**src/rtl/multi_cycle_ctrl_fsm_pkg.sv**
```systemverilog
// rtl/multi_cycle_ctrl_fsm_pkg.sv - shared encodings for the multi-cycle control FSM
// Purpose: state encodings, RV32I opcode constants, ALU select encodings and
//          an opcode-class decoder shared by the controller and its bench.
// Ports:   none (package).
package multi_cycle_ctrl_fsm_pkg;

  typedef enum logic [2:0] {
    S_INIT = 3'd0,
    S_IF   = 3'd1,
    S_ID   = 3'd2,
    S_EX   = 3'd3,
    S_MEM  = 3'd4,
    S_WB   = 3'd5,
    S_HALT = 3'd6
  } state_t;

  localparam logic [6:0] OP_R      = 7'b0110011;
  localparam logic [6:0] OP_I      = 7'b0010011;
  localparam logic [6:0] OP_LW     = 7'b0000011;
  localparam logic [6:0] OP_SW     = 7'b0100011;
  localparam logic [6:0] OP_BRANCH = 7'b1100011;
  localparam logic [6:0] OP_JAL    = 7'b1101111;
  localparam logic [6:0] OP_JALR   = 7'b1100111;
  localparam logic [6:0] OP_ECALL  = 7'b1110011;

  localparam logic [1:0] ALU_OP_ADD = 2'b00;
  localparam logic [1:0] ALU_OP_BR  = 2'b01;
  localparam logic [1:0] ALU_OP_R   = 2'b10;
  localparam logic [1:0] ALU_OP_I   = 2'b11;

  localparam logic [1:0] SRCB_RS2  = 2'b00;
  localparam logic [1:0] SRCB_FOUR = 2'b01;
  localparam logic [1:0] SRCB_IMM  = 2'b10;

  typedef enum logic [3:0] {
    CLS_R, CLS_I, CLS_LW, CLS_SW, CLS_BR, CLS_JAL, CLS_JALR, CLS_ECALL, CLS_ILL
  } op_class_t;

  function automatic op_class_t decode_class(input logic [6:0] op);
    case (op)
      OP_R:      return CLS_R;
      OP_I:      return CLS_I;
      OP_LW:     return CLS_LW;
      OP_SW:     return CLS_SW;
      OP_BRANCH: return CLS_BR;
      OP_JAL:    return CLS_JAL;
      OP_JALR:   return CLS_JALR;
      OP_ECALL:  return CLS_ECALL;
      default:   return CLS_ILL;
    endcase
  endfunction

endpackage

```
**src/rtl/multi_cycle_ctrl_fsm_mem_wait_timer.sv**
```systemverilog
// rtl/multi_cycle_ctrl_fsm_mem_wait_timer.sv - memory wait-cycle counter with expiry compare
// Purpose: counts consecutive cycles a memory access is stalled; flags expiry
//          in the TIMEOUT-th stalled cycle so the FSM can halt on the next edge.
// Ports:   clk, reset_n (async active-low), waiting_i (access stalled this cycle),
//          expired_o (this is the TIMEOUT-th consecutive stalled cycle).
module mem_wait_timer #(
  parameter int TIMEOUT = 4,
  parameter int CNT_W   = 8
) (
  input  logic clk,
  input  logic reset_n,
  input  logic waiting_i,
  output logic expired_o
);

  logic [CNT_W-1:0] cnt_q, cnt_d;

  // Any cycle that is not a stall (ready arrived or FSM left IF/MEM) restarts the count.
  assign cnt_d     = waiting_i ? cnt_q + 1'b1 : '0;
  assign expired_o = waiting_i && (cnt_q == CNT_W'(TIMEOUT - 1));

  always_ff @(posedge clk or negedge reset_n) begin
    if (!reset_n) cnt_q <= '0;
    else          cnt_q <= cnt_d;
  end

endmodule

```
**src/rtl/multi_cycle_ctrl_fsm.sv**
```systemverilog
// rtl/multi_cycle_ctrl_fsm.sv - RV32I multi-cycle core control FSM
// Purpose: owns the controller state register and decodes datapath enables and
//          selects from state + IR opcode, with memory handshake, branch
//          sequencing, ECALL halt, illegal-opcode trap and memory timeout.
// Ports:   clk, reset_n; opcode, bcond, halt_req, mem_ready in;
//          PC/memory/IR/regfile strobes, ALU selects, state, is_halted,
//          illegal_instr, mem_timeout out.
module multi_cycle_ctrl_fsm
  import multi_cycle_ctrl_fsm_pkg::*;
#(
  parameter int MEM_HANDSHAKE = 1,
  parameter int MEM_TIMEOUT   = 0,
  parameter int TMO_W         = 8
) (
  input  logic       clk,
  input  logic       reset_n,
  input  logic [6:0] opcode,
  input  logic       bcond,
  input  logic       halt_req,
  input  logic       mem_ready,
  output logic       pc_write,
  output logic       pc_write_cond,
  output logic       pc_source,
  output logic       i_or_d,
  output logic       mem_read,
  output logic       mem_write,
  output logic       ir_write,
  output logic       mem_to_reg,
  output logic       reg_write,
  output logic       alu_src_a,
  output logic [1:0] alu_src_b,
  output logic [1:0] alu_op,
  output logic [2:0] state,
  output logic       is_halted,
  output logic       illegal_instr,
  output logic       mem_timeout
);

  state_t    state_q, state_d;
  op_class_t cls;
  logic      rdy;
  logic      tmo_expired;
  logic      mem_timeout_q;

  assign cls = decode_class(opcode);
  assign rdy = (MEM_HANDSHAKE != 0) ? mem_ready : 1'b1;

  if (MEM_TIMEOUT > 0) begin : g_timer
    logic waiting;
    assign waiting = ((state_q == S_IF) || (state_q == S_MEM)) && !rdy;
    mem_wait_timer #(.TIMEOUT(MEM_TIMEOUT), .CNT_W(TMO_W)) u_timer (
      .clk       (clk),
      .reset_n   (reset_n),
      .waiting_i (waiting),
      .expired_o (tmo_expired)
    );
  end else begin : g_no_timer
    assign tmo_expired = 1'b0;
  end

  always_ff @(posedge clk or negedge reset_n) begin
    if (!reset_n) begin
      state_q       <= S_INIT;
      mem_timeout_q <= 1'b0;
    end else begin
      state_q <= state_d;
      if (tmo_expired) mem_timeout_q <= 1'b1;
    end
  end

  always_comb begin
    state_d = state_q;
    case (state_q)
      S_INIT: state_d = S_IF;
      S_IF:   state_d = tmo_expired ? S_HALT : (rdy ? S_ID : S_IF);
      S_ID: begin
        if (cls == CLS_ECALL)    state_d = halt_req ? S_HALT : S_IF;
        else if (cls == CLS_ILL) state_d = S_IF;
        else                     state_d = S_EX;
      end
      S_EX: begin
        if (cls == CLS_LW || cls == CLS_SW) state_d = S_MEM;
        else if (cls == CLS_BR)             state_d = bcond ? S_IF : S_WB;
        else                                state_d = S_WB;
      end
      S_MEM: begin
        if (tmo_expired) state_d = S_HALT;
        else if (rdy)    state_d = (cls == CLS_LW) ? S_WB : S_IF;
      end
      S_WB:    state_d = S_IF;
      S_HALT:  state_d = S_HALT;
      default: state_d = S_INIT;
    endcase
  end

  always_comb begin
    pc_write      = 1'b0;
    pc_write_cond = 1'b0;
    pc_source     = 1'b0;
    i_or_d        = 1'b0;
    mem_read      = 1'b0;
    mem_write     = 1'b0;
    ir_write      = 1'b0;
    mem_to_reg    = 1'b0;
    reg_write     = 1'b0;
    alu_src_a     = 1'b0;
    alu_src_b     = SRCB_RS2;
    alu_op        = ALU_OP_ADD;
    illegal_instr = 1'b0;
    case (state_q)
      S_IF: begin
        mem_read = 1'b1;
        ir_write = rdy;
      end
      S_ID: begin
        // Default ID work precomputes the branch target PC+imm into ALUOut;
        // ECALL-without-halt and illegal opcodes instead retire with PC+4.
        alu_src_b = SRCB_IMM;
        if ((cls == CLS_ECALL && !halt_req) || cls == CLS_ILL) begin
          pc_write  = 1'b1;
          alu_src_b = SRCB_FOUR;
        end
        illegal_instr = (cls == CLS_ILL);
      end
      S_EX: begin
        case (cls)
          CLS_R: begin
            alu_src_a = 1'b1;
            alu_op    = ALU_OP_R;
          end
          CLS_I: begin
            alu_src_a = 1'b1;
            alu_src_b = SRCB_IMM;
            alu_op    = ALU_OP_I;
          end
          CLS_LW, CLS_SW: begin
            alu_src_a = 1'b1;
            alu_src_b = SRCB_IMM;
          end
          CLS_JAL, CLS_JALR: alu_src_b = SRCB_FOUR;
          CLS_BR: begin
            alu_src_a     = 1'b1;
            alu_op        = ALU_OP_BR;
            pc_write_cond = 1'b1;
            pc_source     = 1'b1;
          end
          default: ;
        endcase
      end
      S_MEM: begin
        i_or_d = 1'b1;
        if (cls == CLS_LW) mem_read = 1'b1;
        if (cls == CLS_SW) begin
          mem_write = 1'b1;
          if (rdy) begin
            pc_write  = 1'b1;
            alu_src_b = SRCB_FOUR;
          end
        end
      end
      S_WB: begin
        pc_write = 1'b1;
        case (cls)
          CLS_R, CLS_I, CLS_LW: begin
            reg_write  = 1'b1;
            mem_to_reg = (cls == CLS_LW);
            alu_src_b  = SRCB_FOUR;
          end
          CLS_JAL: begin
            reg_write = 1'b1;
            alu_src_b = SRCB_IMM;
          end
          CLS_JALR: begin
            reg_write = 1'b1;
            alu_src_a = 1'b1;
            alu_src_b = SRCB_IMM;
          end
          default: alu_src_b = SRCB_FOUR;
        endcase
      end
      default: ;
    endcase
  end

  assign state       = state_q;
  assign is_halted   = (state_q == S_HALT);
  assign mem_timeout = mem_timeout_q;

endmodule
```
**config.mk**
```make
export PLATFORM = sky130hd
export DESIGN_NAME = multi_cycle_ctrl_fsm
export DESIGN_NICKNAME = d
export VERILOG_FILES = /design/src/rtl/multi_cycle_ctrl_fsm_pkg.sv /design/src/rtl/multi_cycle_ctrl_fsm_mem_wait_timer.sv /design/src/rtl/multi_cycle_ctrl_fsm.sv
export SDC_FILE = /design/constraint.sdc
export NUM_CORES = 1
export LEC_CHECK = 0
export BUFFER_PORTS_ARGS = -buffer_cell sky130_fd_sc_hd__buf_4
export CORE_MARGIN = 3
export CORE_UTILIZATION = 30
export CTS_BUF_LIST = sky130_fd_sc_hd__clkbuf_4 sky130_fd_sc_hd__clkbuf_8
export DETAILED_ROUTE_END_ITERATION = 12
export PLACE_DENSITY = 0.58
export SLEW_MARGIN = 20
export SYNTH_ARGS = -nofsm -noshare
export SYNTH_HDL_FRONTEND = slang
export SYNTH_SLANG_ARGS = --single-unit
```
**constraint.sdc**
```tcl
create_clock -name clk -period 3.2 [get_ports clk]
set_clock_uncertainty 0.15 [all_clocks]
set_input_delay 0.48 -clock clk [delete_from_list [all_inputs] [get_ports clk]]
set_output_delay 0.48 -clock clk [all_outputs]
set_load 0.005 [all_outputs]
```
==> summary.md <==
| Metric | Value |
|---|---|
| Root Driver | clkbuf_4 |
| CTS Buf Count | 3 |
| Vias in the first global route | roughly 600 |
| CTS Buffer Depth | 2 |
| Status | complete, no violations |
| H-tree level count | 1 |
| I/O pin cnt | 32 |
| Grt total ovfl | 0 |
| Main flop type after synthesis | dfrtp_1 |
| Global-route wire length before repair | between 2000 and 3000 µm |
| Sum Neg Setup Slack | 0 ns |
| Clock sink count | 3 |
| Critical Path Source Type | flip-flop |
| Max cap viols | 0 |
| Seq/Total Area, Yosys | 0.142 |
| Max-slew violations | 0 |
| Mapped cell area | around 530 µm² |
| Gpl congestion | about 0.78 |
| Share of cells above drive strength 1 | 0.352 |
| Endpoints failing setup | 0 |
| Ant diodes | 0 |
| Post-route DRC | 0 |
| Count of different cell masters after synthesis | 35 |
| Synth Warn # | 0 |
| RSZ-0062 raised after global routing | no |
| Via count | slightly above 700 |
| Overall routing resource usage | 0.166 |
| Worst-skew pair later-pin latency | around 0.24 ns |
| Critical Path AT | between 1.5 and 2 ns |
| CTS tree | done |
| Power Dens Cells | 510 nW/µm² |
| Yosys top cell by area | dfrtp_1 |
| Post-synth EDFFs | 0 |
| Slowest-stage cell, CP | dfrtp_1 |
| Type of the most critical hold path | in -> reg |
| Peak supply drop | roughly 0.22 mV |
| Layout area overhead | 48.7% |
| Cells after Synth | 77 |
| Vias per std cell | 5.79 |
| PortBufs | 30 |
| Core Footprint | 1580 µm² |
| Worst hold margin | about 0.41 ns |
| Leak | around 0.37 nW |
| Post-layout nets | 122 |
| Starting density of the core | 0.336 |
| Reg clk slew, reported paths | ~0.040 ns |
| WS Path Type | reg -> out |
| Synthesized area per cell | 6.87 µm² |
| DRT Wirelength | 1750 µm |
| CP Buf/Inv Count | 1 |
| Ys async rst share | 1.00 |
| Seq cells post-synth | 3 |
| WL/cell | roughly 14 µm |
| Hold Vio Cnt, Final | 0 |
| Synth top area share | 0.142 |
| CP endpoint kind | primary output |
| Tcrit/Tclk final | 0.741 |
| Num rows | 14 |
| Synthesized Nets | 90 |
| Max FO, Critical Path | 11 |
| Cell family with most CP delay | simple AND/OR/NAND/NOR gates |
| Detailed Place HPWL | roughly 1300 µm |
| Max FFs per register | 3 |
| Fmax | about 420 MHz |
| Final min period | approximately 2.4 ns |
| Initial antenna violation count | 0 |
| DRT Pass-1 Iters | 4 |
| Critical Path RT | 2.57 ns |
| Full die area | about 2300 µm² |
| DRT iter0 DRCs | 35 |
| Synth top area cells | dfrtp_1 14%, and3_1 7.1%, nor2_1 6.4% |
| Worst path max stage delay | roughly 0.5 ns |
| CTS resizes | 0 |
| Die Width | roughly 48 µm |
| Crit-path cells | nor2b_1, and2_1, a32oi_1, a21oi_1, buf_4 |
| Die height | roughly 48 µm |
| Largest net degree at the start of global routing | 12 |
| Routed Antenna Nets | 0 |
[cell families after synthesis]
logic type / Yosys count / synth area share
flops: 3 / 0.142
compound gates: 21 / 0.253
buf+inv: 7 / 0.0733
mux: 1 / 0.0189
simple gates: 43 / 0.482
other cells: 1 / 0.00709
fa+ha+maj: 1 / 0.0236
[report_power, final]
group | switching (W) | leakage [nW] | internal [W]
logic | 0.000113 | 0.312 | 0.000120
clock network | 0.0000221 | 0.0184 | 0.0000553
registers | 0.0000378 | 0.0364 | 0.0000533
[per-layer routing]
metal,track usage,routed length [µm],up-vias
met2,0.256,880,40
met4,0.0806,39,0
met3,0.0376,150,6
li1,-,-,348
met1,0.215,680,324
met5,0,0,-
[final cells by class]
type                    instances  area, µm²
inverters                       3       11.3
repair buffers                 31        235
clock buffers                   4       30.0
fillers                       153        790
multi-input cells              67        415
well taps                      16       20.0
flip-flops and latches          3       75.1
[repair_timing]
| action | CTS | global route |
|---|---|---|
| setup buffers | 0 | 0 |
| hold buffers | 1 | 0 |
| endpoints found under the hold margin | 3 | 0 |
[layout by cell type, fill, tap and decap left out, drive strengths merged]
master,instances
a21o,1
nand4bb,1
a221oi,1
nand4,1
nand2,6
nor2b,2
or4,1
and3,6
nand2b,2
dfrtp,3
nand4b,1
nor3,4
a21oi,6
o22ai,1
or3,1
inv,3
o211ai,1
nor2,10
and2,3
o32ai,1
a31oi,3
dlygate4sd3,1
conb,1
clkbuf,4
nor3b,1
mux2i,1
ha,1
a32oi,1
nand3,2
a31o,2
nor4,2
o21ai,4
buf,30
[through the flow]
step / setup WS, ns / instance area (µm²) / instances / utilization / total power, W
4_1_cts: 0.839 / 787 / 124 / 0.499 / 0.000401
2_1_floorplan: 1.27 / 529 / 77 / - / 0.000216
3_5_place_dp: 1.01 / 747 / 119 / 0.474 / 0.000321
6_report: 0.828 / 787 / 124 / 0.499 / 0.000401
3_3_place_gp: 1.03 / 747 / 119 / 0.474 / 0.000325
5_1_grt: 0.714 / 787 / 124 / 0.499 / 0.000442
[worst reg2reg max path, delay by kind of cell, from the launching register on]
family | cells | cell delay, ns
AO/OA/AOI/OAI | 2 | 0.24
flip-flops | 1 | 0.50
AND/OR/NAND/NOR | 2 | 0.58
[synthesized netlist by cell type (2+ instances only)]
| library cell | instances |
|---|---|
| a21oi_1 | 6 |
| a31oi_1 | 3 |
| nand3_1 | 2 |
| dfrtp_1 | 3 |
| nand2b_1 | 2 |
| nand2_1 | 6 |
| inv_1 | 2 |
| nor2b_1 | 2 |
| and3_1 | 6 |
| and2_1 | 3 |
| nor4_1 | 2 |
| buf_4 | 3 |
| nor3_1 | 4 |
| o21ai_0 | 4 |
| nor2_1 | 9 |
[path summary, 6_finish.rpt]
path                          start  slack [ns]      endpoint  cells after the start
max in group asynchronous   reset_n        2.37      state[0]                      2
min in group asynchronous   reset_n        0.44      state[2]                      2
min                           bcond        0.41      state[2]                      3
max                        state[0]        0.83  alu_src_b[1]                      5
min reg2reg                state[2]        0.54      state[0]                      1
max reg2reg                state[0]        1.64      state[2]                      4
Note: power is estimated with default switching activity, not from simulation.
